**config.mk**
```make
export PLATFORM = sky130hd
export DESIGN_NAME = instr_encoder_flat
export DESIGN_NICKNAME = d
export VERILOG_FILES = /design/src/rtl/riscv_pkg.sv /design/src/rtl/instr_encoder_if.sv /design/src/rtl/instr_encoder_imm_packer.sv /design/src/rtl/instr_encoder.sv /design/src/flat_wrapper.sv
export SDC_FILE = /design/constraint.sdc
export NUM_CORES = 1
export LEC_CHECK = 0
export CORE_ASPECT_RATIO = 1.25
export CORE_MARGIN = 8
export CORE_UTILIZATION = 52
export CTS_BUF_LIST = sky130_fd_sc_hd__clkbuf_4 sky130_fd_sc_hd__clkbuf_8
export DETAILED_ROUTE_END_ITERATION = 8
export PLACE_DENSITY = 0.82
export RECOVER_POWER = 100
export SLEW_MARGIN = 20
export SYNTH_ARGS = -nofsm -noshare
export SYNTH_HDL_FRONTEND = slang
export SYNTH_SLANG_ARGS = --single-unit
```
**constraint.sdc**
```tcl
create_clock -name clk -period 2.3 [get_ports clk]
set_clock_uncertainty 0.05 [all_clocks]
set_input_delay 0.46 -clock clk [delete_from_list [all_inputs] [get_ports clk]]
set_output_delay 0.46 -clock clk [all_outputs]
set_load 0.005 [all_outputs]
```
**src/rtl/riscv_pkg.sv**
```systemverilog
// Shared RV64I/M encoding types: instruction-type enum, major opcodes, field bundle and small helpers.
package riscv_pkg;

    typedef enum logic [3:0] {
        NOTYPE = 4'd0,
        RTYPE  = 4'd1,
        ITYPE  = 4'd2,
        STYPE  = 4'd3,
        SBTYPE = 4'd4,
        UTYPE  = 4'd5,
        UJTYPE = 4'd6
    } instr_type_e;

    localparam logic [6:0] OP_R      = 7'b0110011;
    localparam logic [6:0] OP_R64    = 7'b0111011;
    localparam logic [6:0] OP_IMM    = 7'b0010011;
    localparam logic [6:0] OP_IMM64  = 7'b0011011;
    localparam logic [6:0] OP_LOAD   = 7'b0000011;
    localparam logic [6:0] OP_STORE  = 7'b0100011;
    localparam logic [6:0] OP_BRANCH = 7'b1100011;
    localparam logic [6:0] OP_LUI    = 7'b0110111;
    localparam logic [6:0] OP_AUIPC  = 7'b0010111;
    localparam logic [6:0] OP_JAL    = 7'b1101111;
    localparam logic [6:0] OP_JALR   = 7'b1100111;

    localparam logic [31:0] NOP_WORD = 32'h0000_0013;

    typedef struct packed {
        logic [3:0]  itype;
        logic [6:0]  opcode;
        logic [2:0]  func3;
        logic [6:0]  func7;
        logic [4:0]  rd;
        logic [4:0]  rs1;
        logic [4:0]  rs2;
        logic [31:0] imm;
    } enc_fields_t;

    // Immediate-form shifts carry a shamt instead of a 12-bit immediate.
    function automatic logic is_shift(input logic [6:0] opcode, input logic [2:0] func3);
        return ((opcode == OP_IMM) || (opcode == OP_IMM64)) &&
               ((func3 == 3'b001) || (func3 == 3'b101));
    endfunction

    function automatic logic fits_signed(input logic [31:0] value, input int bits);
        int lim;
        lim = 1 << (bits - 1);
        return ($signed(value) >= -lim) && ($signed(value) < lim);
    endfunction

endpackage

```
**src/rtl/instr_encoder_if.sv**
```systemverilog
// Field-bundle input and encoded-word output handshake of the instruction encoder.
interface instr_encoder_if;

    logic        in_valid;
    logic        in_ready;
    logic [3:0]  in_type;
    logic [6:0]  in_opcode;
    logic [2:0]  in_func3;
    logic [6:0]  in_func7;
    logic [4:0]  in_rd;
    logic [4:0]  in_rs1;
    logic [4:0]  in_rs2;
    logic [31:0] in_imm;
    logic        out_valid;
    logic        out_ready;
    logic [31:0] out_instr;
    logic        out_err;

    modport master (
        output in_valid, in_type, in_opcode, in_func3, in_func7,
               in_rd, in_rs1, in_rs2, in_imm, out_ready,
        input  in_ready, out_valid, out_instr, out_err
    );

    modport slave (
        input  in_valid, in_type, in_opcode, in_func3, in_func7,
               in_rd, in_rs1, in_rs2, in_imm, out_ready,
        output in_ready, out_valid, out_instr, out_err
    );

endinterface

```
**src/rtl/instr_encoder_imm_packer.sv**
```systemverilog
// Scatters the immediate (or shift func7/shamt) into its word positions and flags unencodable bundles.
// Range checking of the immediate is compiled in only when ENC_RANGE_CHECK_EN is defined.
module imm_packer
    import riscv_pkg::*;
(
    input  logic [3:0]  itype,
    input  logic [6:0]  opcode,
    input  logic [2:0]  func3,
    input  logic [5:0]  func7_hi,
    input  logic [31:0] imm,
    output logic [31:0] imm_bits,
    output logic        err
);

    logic type_err;
    logic range_err;

    always_comb begin
        imm_bits = '0;
        type_err = 1'b0;
        case (itype)
            RTYPE: ;
            ITYPE: begin
                if (is_shift(opcode, func3))
                    imm_bits[31:20] = {func7_hi, imm[5:0]};
                else
                    imm_bits[31:20] = imm[11:0];
            end
            STYPE: begin
                imm_bits[31:25] = imm[11:5];
                imm_bits[11:7]  = imm[4:0];
            end
            SBTYPE: begin
                imm_bits[31]    = imm[12];
                imm_bits[30:25] = imm[10:5];
                imm_bits[11:8]  = imm[4:1];
                imm_bits[7]     = imm[11];
            end
            UTYPE: imm_bits[31:12] = imm[31:12];
            UJTYPE: begin
                imm_bits[31]    = imm[20];
                imm_bits[30:21] = imm[10:1];
                imm_bits[20]    = imm[11];
                imm_bits[19:12] = imm[19:12];
            end
            default: type_err = 1'b1;
        endcase
    end

`ifdef ENC_RANGE_CHECK_EN
    // Out-of-range immediates are still emitted truncated; only the flag reports them.
    always_comb begin
        range_err = 1'b0;
        case (itype)
            ITYPE: begin
                if (is_shift(opcode, func3))
                    range_err = |imm[31:6];
                else
                    range_err = !fits_signed(imm, 12);
            end
            STYPE:  range_err = !fits_signed(imm, 12);
            SBTYPE: range_err = !fits_signed(imm, 13) || imm[0];
            UTYPE:  range_err = |imm[11:0];
            UJTYPE: range_err = !fits_signed(imm, 21) || imm[0];
            default: range_err = 1'b0;
        endcase
    end
`else
    assign range_err = 1'b0;
`endif

    assign err = type_err | range_err;

endmodule

```
**src/rtl/instr_encoder.sv**
```systemverilog
// Two-stage valid/ready encoder packing decoded RV64I/M fields into 32-bit words, with handoff counters.
// Optional immediate range checking is enabled by defining ENC_RANGE_CHECK_EN.
module instr_encoder
    import riscv_pkg::*;
#(
    parameter int CNT_W = 32
) (
    input  logic             clk,
    input  logic             reset,
    instr_encoder_if.slave   bus,
    output logic [CNT_W-1:0] enc_count,
    output logic [CNT_W-1:0] err_count
);

    enc_fields_t s1_q;
    logic        s1_v;
    logic        s2_v;
    logic [31:0] s2_instr;
    logic        s2_err;
    logic        s1_adv;
    logic        handoff;
    logic        accept;
    logic [31:0] imm_bits;
    logic        imm_err;
    logic [31:0] reg_bits;
    logic        is_nop;
    logic [31:0] packed_word;

    // S1 drains whenever S2 is empty or is being emptied this cycle.
    assign s1_adv       = s1_v & (~s2_v | bus.out_ready);
    assign handoff      = s2_v & bus.out_ready;
    assign accept       = bus.in_valid & bus.in_ready;
    assign bus.in_ready = ~s1_v | s1_adv;
    assign bus.out_valid = s2_v;
    assign bus.out_instr = s2_instr;
    assign bus.out_err   = s2_err;

    always_ff @(posedge clk) begin
        if (!reset) begin
            s1_v <= 1'b0;
            s1_q <= '0;
        end else if (accept) begin
            s1_v <= 1'b1;
            s1_q <= '{itype:  bus.in_type,  opcode: bus.in_opcode,
                      func3:  bus.in_func3, func7:  bus.in_func7,
                      rd:     bus.in_rd,    rs1:    bus.in_rs1,
                      rs2:    bus.in_rs2,   imm:    bus.in_imm};
        end else if (s1_adv) begin
            s1_v <= 1'b0;
        end
    end

    imm_packer u_imm_packer (
        .itype    (s1_q.itype),
        .opcode   (s1_q.opcode),
        .func3    (s1_q.func3),
        .func7_hi (s1_q.func7[6:1]),
        .imm      (s1_q.imm),
        .imm_bits (imm_bits),
        .err      (imm_err)
    );

    always_comb begin
        reg_bits = '0;
        is_nop   = 1'b0;
        case (s1_q.itype)
            RTYPE:          reg_bits = {s1_q.func7, s1_q.rs2, s1_q.rs1, s1_q.func3, s1_q.rd, s1_q.opcode};
            ITYPE:          reg_bits = {12'b0, s1_q.rs1, s1_q.func3, s1_q.rd, s1_q.opcode};
            STYPE, SBTYPE:  reg_bits = {7'b0, s1_q.rs2, s1_q.rs1, s1_q.func3, 5'b0, s1_q.opcode};
            UTYPE, UJTYPE:  reg_bits = {20'b0, s1_q.rd, s1_q.opcode};
            default:        is_nop   = 1'b1;
        endcase
        packed_word = is_nop ? NOP_WORD : (reg_bits | imm_bits);
    end

    // A new load takes priority over clearing, so back-to-back words never leave a bubble.
    always_ff @(posedge clk) begin
        if (!reset) begin
            s2_v     <= 1'b0;
            s2_instr <= '0;
            s2_err   <= 1'b0;
        end else if (s1_adv) begin
            s2_v     <= 1'b1;
            s2_instr <= packed_word;
            s2_err   <= imm_err;
        end else if (handoff) begin
            s2_v     <= 1'b0;
        end
    end

    always_ff @(posedge clk) begin
        if (!reset) begin
            enc_count <= '0;
            err_count <= '0;
        end else if (handoff) begin
            enc_count <= enc_count + CNT_W'(1);
            if (s2_err)
                err_count <= err_count + CNT_W'(1);
        end
    end

endmodule
```
**src/flat_wrapper.sv**
```systemverilog
// flat-port wrapper written by rule: the top's interface ports become plain ports
module instr_encoder_flat import riscv_pkg::*;
#(
    parameter int CNT_W = 32
)
  (clk, reset, enc_count, err_count, bus_in_valid, bus_in_type, bus_in_opcode, bus_in_func3, bus_in_func7, bus_in_rd, bus_in_rs1, bus_in_rs2, bus_in_imm, bus_out_ready, bus_in_ready, bus_out_valid, bus_out_instr, bus_out_err);
  instr_encoder_if bus_i ();
  input  logic clk;
  input  logic reset;
  output logic [CNT_W-1:0] enc_count;
  output logic [CNT_W-1:0] err_count;
  input wire logic [$bits(bus_i.in_valid)-1:0] bus_in_valid;
  input wire logic [$bits(bus_i.in_type)-1:0] bus_in_type;
  input wire logic [$bits(bus_i.in_opcode)-1:0] bus_in_opcode;
  input wire logic [$bits(bus_i.in_func3)-1:0] bus_in_func3;
  input wire logic [$bits(bus_i.in_func7)-1:0] bus_in_func7;
  input wire logic [$bits(bus_i.in_rd)-1:0] bus_in_rd;
  input wire logic [$bits(bus_i.in_rs1)-1:0] bus_in_rs1;
  input wire logic [$bits(bus_i.in_rs2)-1:0] bus_in_rs2;
  input wire logic [$bits(bus_i.in_imm)-1:0] bus_in_imm;
  input wire logic [$bits(bus_i.out_ready)-1:0] bus_out_ready;
  output wire logic [$bits(bus_i.in_ready)-1:0] bus_in_ready;
  output wire logic [$bits(bus_i.out_valid)-1:0] bus_out_valid;
  output wire logic [$bits(bus_i.out_instr)-1:0] bus_out_instr;
  output wire logic [$bits(bus_i.out_err)-1:0] bus_out_err;
  assign bus_i.in_valid = bus_in_valid;
  assign bus_i.in_type = bus_in_type;
  assign bus_i.in_opcode = bus_in_opcode;
  assign bus_i.in_func3 = bus_in_func3;
  assign bus_i.in_func7 = bus_in_func7;
  assign bus_i.in_rd = bus_in_rd;
  assign bus_i.in_rs1 = bus_in_rs1;
  assign bus_i.in_rs2 = bus_in_rs2;
  assign bus_i.in_imm = bus_in_imm;
  assign bus_i.out_ready = bus_out_ready;
  assign bus_in_ready = bus_i.in_ready;
  assign bus_out_valid = bus_i.out_valid;
  assign bus_out_instr = bus_i.out_instr;
  assign bus_out_err = bus_i.out_err;
  instr_encoder #(.CNT_W(CNT_W)) u_core (.clk(clk), .reset(reset), .bus(bus_i), .enc_count(enc_count), .err_count(err_count));
endmodule
```
; ---- After elaboration in Yosys (flattened, before gate mapping)
; Index checks and enable logic that the tools add are counted.
[classes]
reduce_logical = 9
bitwise = 8
n_eq_ne = 10
n_addsub = 2
muxes = 12
[ops]
columns = cell, n
row1 = 32-bit one-hot mux with 4 select lines, 1
row2 = 32-bit by 1-bit adder with 32-bit output (second input constant), 2
row3 = 7-bit one-hot mux with 5 select lines, 1
row4 = 32-bit 2-to-1 mux, 1
row5 = 32-bit OR, 1
row6 = 5-bit one-hot mux with 3 select lines, 1
row7 = 7-bit by 5-bit == test with 1-bit output (second input constant), 2
row8 = 4-bit by 3-bit == test with 1-bit output (second input constant), 3
row9 = 12-bit 2-to-1 mux, 1
row10 = 5-bit one-hot mux with 2 select lines, 1
row11 = 4-bit by 2-bit == test with 1-bit output (second input constant), 2
row12 = 8-bit 2-to-1 mux, 1
row13 = 6-bit OR reduction, 1
row14 = 1-bit 2-to-1 mux, 5
row15 = 4-bit by 1-bit == test with 1-bit output (second input constant), 1
row16 = 2-bit nonzero test, 2
row17 = 2-bit OR reduction, 2
row18 = 1-bit AND, 3
row19 = 3-bit by 1-bit == test with 1-bit output (second input constant), 1
row20 = 3-bit == test (second input constant), 1
row21 = 1-bit logical OR, 2
row22 = 1-bit NOT, 2
row23 = 1-bit OR, 2
row24 = 2-bit AND reduction, 1
row25 = 1-bit logical AND, 1
[totals]
reg_bits = 167
in_bits = 72
wordCells = 55
out_inout_bits = 99

; ---- Depth between registers and ports, before layout
[logic_depth]
ltp_word = 7
ltp_mapped = 7
ltp_nobuf = 5

; ---- By module
; From an unflattened synthesis, not the netlist that was laid out.
[hier_totals]
hier_cells = 920
hier_area_um2 = 7694.9
[modules_own_cells]
columns = module, area_per_inst_um2, seq_area_each_um2, cells_each, instances
row1 = instr_encoder, 6979.2, 3343.2, 814, 1
row2 = imm_packer, 715.7, 0.0, 106, 1

; ---- Worst setup path after synthesis
; Ideal clock, no wire load.
[synth_path]
kind = reg2reg
from = register u_core.s2_v (netlist: u_core.bus.out_valid)
to = register u_core.enc_count[15]
period_less_slack_ns = 1.732
path_stages_with_launch = 6
required_time_ns = 2.180
path_buffers = 1
slack_ns = 0.568
arrival_ns = 1.611
setup_time_ns = 0.070
cell_sequence = dfxtp_1 > nand4_4 > or3_1 > buf_2 > or4_1 > a21oi_1
[synth_via]
elab_chain_cells = 1
[synth_rtl]
columns = element, line_no
row1 = from (decl), instr_encoder.sv:17  ; logic s2_v;
row2 = from (signal assigned), instr_encoder.sv:79  ; s2_v <= 1'b0;
row3 = from (signal assigned), instr_encoder.sv:83  ; s2_v <= 1'b1;
row4 = from (signal assigned), instr_encoder.sv:87  ; s2_v <= 1'b0;
row5 = 1-bit AND, instr_encoder.sv:31  ; assign handoff = s2_v & bus.out_ready;
row6 = to (signal assigned), instr_encoder.sv:96  ; enc_count <= enc_count + CNT_W'(1);
row7 = to (decl), instr_encoder.sv:11  ; output logic [CNT_W-1:0] enc_count,
; Every way passes these cells.
; A chain may end at the register's enable or synchronous reset.

; ---- Final worst setup path
[layout_path]
from = register u_core.err_count[4]
to = output err_count[4]
[layout_lines]
columns = element, line_no
row1 = from (decl), instr_encoder.sv:12  ; output logic [CNT_W-1:0] err_count
row2 = from (signal assigned), instr_encoder.sv:98  ; err_count <= err_count + CNT_W'(1);
row3 = to (decl), flat_wrapper.sv:11  ; output logic [CNT_W-1:0] err_count;
; No word-level cell between the ends.

==> flow_metrics.env <==
export IMPL_post_synth_instance_area_sq_mm=0.007606
export IMPL_grt_first_pass_wirelength_um=34290
export IMPL_portBuffers=170
export IMPL_firstDrtPassIters=7
export IMPL_slew_violations=0
export IMPL_power_ir_vdd_worst_mv=0.3611
export IMPL_drive_above_1_share_pct=8.113
export IMPL_hold_path_class="in -> reg"
export IMPL_cts_inserted_buffers=17
export IMPL_layout_nets=1158
export IMPL_fp_dieArea_sq_mm=0.01878
export IMPL_postSynth_topFlopCell="sky130_fd_sc_hd__dfxtp_1"
export IMPL_worst_slew_pin_slew_ps=747.4
export IMPL_timing_reg2reg_setup_slack_ps=230
export IMPL_netlist_area_leader_share_pct=43.95
export IMPL_ctsRootBufferMaster="sky130_fd_sc_hd__clkbuf_8"
export IMPL_holdPathStages=3
export IMPL_fp_dieH_um=151.2
export IMPL_gr_usage_all_layers_pct=22.87
export IMPL_drt_vias_per_instance=5.815
export IMPL_globalRouteOverflowTotal=0
export IMPL_maxClockFrequency_mhz=458.6
export IMPL_critPathLaunchType="register"
export IMPL_cts_max_level=4
export IMPL_tritoncts_clock_tree="yes"
export IMPL_timing_final_hold_violations=0
export IMPL_holdPathEnd="u_core.bus.out_instr[31]"
export IMPL_gpl_final_weighted_congestion=0.8893
export IMPL_grt_start_max_net_pins=69
export IMPL_cts_hold_buffers=0
export IMPL_synth_edf_count=0
export IMPL_setup_viol=0
export IMPL_core_area_sq_mm=0.01435
export IMPL_outcome="completed"
export IMPL_cts_sink_count=167
export IMPL_setup_repair_after_global_routing_missed_its_margin="no"
export IMPL_synth_cells=915
export IMPL_synth_fp_nets=989
export IMPL_post_route_period_util_pct=94.82
export IMPL_area_delta_synth_final_pct=30.96
export IMPL_ys_types=64
export IMPL_criticalPathCategory="reg -> out"
export IMPL_vias=7420
export IMPL_synth_avg_cell_area_sq_um=8.313
export IMPL_post_layout_min_period_ps=2181
export IMPL_chip_width_um=124.2
export IMPL_clock_latency_ps=470
export IMPL_power_leakage_uw=0.003890
export IMPL_async_s_r_ff_share_synth_pct=0
export IMPL_count_of_nets_left_with_antenna_violations_after_detail_routing=0
export IMPL_ioPinCount=171
export IMPL_slew_headroom_pct=50.17
export IMPL_finalWirelength_um=21580
export IMPL_cp_required_ps=1790
export IMPL_critical_path_reg2reg_startpoint="u_core.s1_q[64]"
export IMPL_effective_utilization_at_floorplan_pct=53.02
export IMPL_row_count=49
export IMPL_final_fill_count=1182
export IMPL_max_cap_violations=0
export IMPL_synth_top_cells_by_area="sky130_fd_sc_hd__dfxtp_1, sky130_fd_sc_hd__nand2_1, sky130_fd_sc_hd__a21oi_1, sky130_fd_sc_hd__clkbuf_1, sky130_fd_sc_hd__mux2_2"
export IMPL_synth_seq_area_share_pct=43.95
export IMPL_synth_cells_most_frequent="sky130_fd_sc_hd__nand2_1, sky130_fd_sc_hd__dfxtp_1, sky130_fd_sc_hd__a21oi_1, sky130_fd_sc_hd__clkbuf_1"
export IMPL_layout_core_utilization_pct=69.43
export IMPL_final_cells=1276
export IMPL_place_detailed_instances=1243
export IMPL_synthMostInstantiatedCell="sky130_fd_sc_hd__nand2_1"
export IMPL_arrival_ps=1670
export IMPL_power_density_mw_per_mm2=578.0
export IMPL_place_hpwl_um=15550
export IMPL_worst_slack_ps=119.2
export IMPL_hold_path_startpoint="reset"
export IMPL_critical_path_endpoint_type="output pin"
export IMPL_max_clock_path_buffers=2
export IMPL_place_worst_setup_slack_ps=-96.15
export IMPL_r2r_cells=4
export IMPL_post_drt_wl_per_cell_um=16.91
export IMPL_synth_largest_area_cell="sky130_fd_sc_hd__dfxtp_1"
export IMPL_antenna_found_initial=0
export IMPL_yosys_warnings=0
export IMPL_grt_pass1_vias=6891
export IMPL_r2r_end="u_core.bus.out_instr[30]"
export IMPL_postSynthRegisterBits=167
export IMPL_clkTransAtPathRegs_ps=90
export IMPL_critPathMaxFanout=5
export IMPL_route_detailed_drc=0
export IMPL_post_cts_buffers=0
export IMPL_post_cts_resized=1
export IMPL_drt_iter0_drc=709
-- worst max path at each step --
stage                              start                  endpoint  cells past startpoint
global placement           bus_out_ready      u_core.enc_count[15]                      5
global route             u_core.s1_q[64]  u_core.bus.out_instr[30]                      4
finish               u_core.err_count[4]              err_count[4]                      2
CTS                 u_core.bus.out_valid              bus_in_ready                      2
detailed placement         bus_out_ready      u_core.enc_count[15]                      5
floorplan           u_core.bus.out_valid      u_core.enc_count[15]                      5
-- metal layers --
| metal | track usage (%) | part of all wire (%) | vias to the layer above |
|---|---|---|---|
| met1 | 27.20 | 41 | 3453 |
| met4 | 9.899 | 2.2 | 0 |
| met5 | 0 | 0 | - |
| met3 | 4.588 | 6.8 | 37 |
| met2 | 38.89 | 50 | 283 |
| li1 | - | - | 3647 |
-- state kept, by name (all words and copies together) (netlist names) --
name	flops
u_core.err_count	32
u_core.bus.out_err	1
u_core.s1_v	1
u_core.enc_count	32
u_core.s1_q	68
u_core.bus.out_instr	32
u_core.bus.out_valid	1
-- report_power, final --
part / internal (uW) / total (uW) / leakage [uW] / switching, uW
Clock: 994 / 2160 / 0.000202 / 1170
Combinational: 271 / 546 / 0.00233 / 276
Sequential: 2970 / 3050 / 0.00136 / 77.5
Total: 4240 / 5760 / 0.00389 / 1520
-- cell type report --
class	instances	area [sq um]	share of cell area, %
Inverter	19	72.57	0.7286
Timing Repair Buffer	215	1991	19.98
Clock inverter	15	168.9	1.696
Antenna cell	1	2.502	0.02512
Clock buffer	17	234.0	2.349
Multi-Input combinational cell	664	3926	39.42
Sequential cell	167	3343	33.56
Tap cell	178	222.7	2.236
-- cells in the final DEF, fill, tap and decap left out, types with 6 or more instances in the layout --
master                            synthesis  routed
sky130_fd_sc_hd__mux2_2                  14      14
sky130_fd_sc_hd__o31ai_1                  8       8
sky130_fd_sc_hd__dlygate4sd3_1            0      97
sky130_fd_sc_hd__a22o_1                   6       6
sky130_fd_sc_hd__xor2_1                  14      14
sky130_fd_sc_hd__clkbuf_8                 0      17
sky130_fd_sc_hd__xnor2_1                  7       7
sky130_fd_sc_hd__a22oi_1                 11      11
sky130_fd_sc_hd__a222oi_1                 6       6
sky130_fd_sc_hd__clkbuf_1                45      14
sky130_fd_sc_hd__clkdlybuf4s50_1          0      71
sky130_fd_sc_hd__a221oi_1                 7       7
sky130_fd_sc_hd__o41ai_1                 10      10
sky130_fd_sc_hd__or3_1                    9       9
sky130_fd_sc_hd__inv_1                   16      16
sky130_fd_sc_hd__nor2_1                  31      31
sky130_fd_sc_hd__and4_1                  14      15
sky130_fd_sc_hd__nand2_1                190     190
sky130_fd_sc_hd__or4_1                   13      13
sky130_fd_sc_hd__nor2b_1                 13      13
sky130_fd_sc_hd__a2bb2oi_1                9       9
sky130_fd_sc_hd__and3_1                   9      10
sky130_fd_sc_hd__nand2b_1                20      20
sky130_fd_sc_hd__o21ai_0                 31      31
sky130_fd_sc_hd__nand3_1                 31      31
sky130_fd_sc_hd__o311ai_0                 9       9
sky130_fd_sc_hd__a21oi_1                 96      95
sky130_fd_sc_hd__dfxtp_1                167     167
sky130_fd_sc_hd__mux2i_1                 13      13
sky130_fd_sc_hd__nand4_1                 22      23
sky130_fd_sc_hd__buf_4                    0      25
-- through the flow --
| stage | area (sq um) | TNS (ps) | total power [uW] | hold slack (ps) |
|---|---|---|---|---|
| finish | 9961 | 0 | 5758 | 229.9 |
| global route | 9958 | 0 | 5976 | 266.9 |
| CTS | 10040 | 0 | 5802 | 205.7 |
| detailed placement | 9638 | -795.9 | 3674 | 394.5 |
| global placement | 9638 | -322.7 | 3661 | 384.2 |
| floorplan | 7606 | 0 | 3394 | 381.8 |
-- logic make-up after synthesis --
group,count (synthesis),share of synthesized area [%]
AO/OA/AOI/OAI,228,19.66
XOR/XNOR,21,2.418
adder cells (fa/ha/maj),2,0.3289
buffers and inverters,84,4.425
flip-flops,167,43.95
multiplexers,27,3.783
AND/OR/NAND/NOR,386,25.43
-- critical path, cell delays in order (launching register included) --
cell and delay (ps):
sky130_fd_sc_hd__dfxtp_1 380, sky130_fd_sc_hd__clkbuf_1 260, sky130_fd_sc_hd__clkdlybuf4s50_1 570
Power figures use the tool's default switching activity.
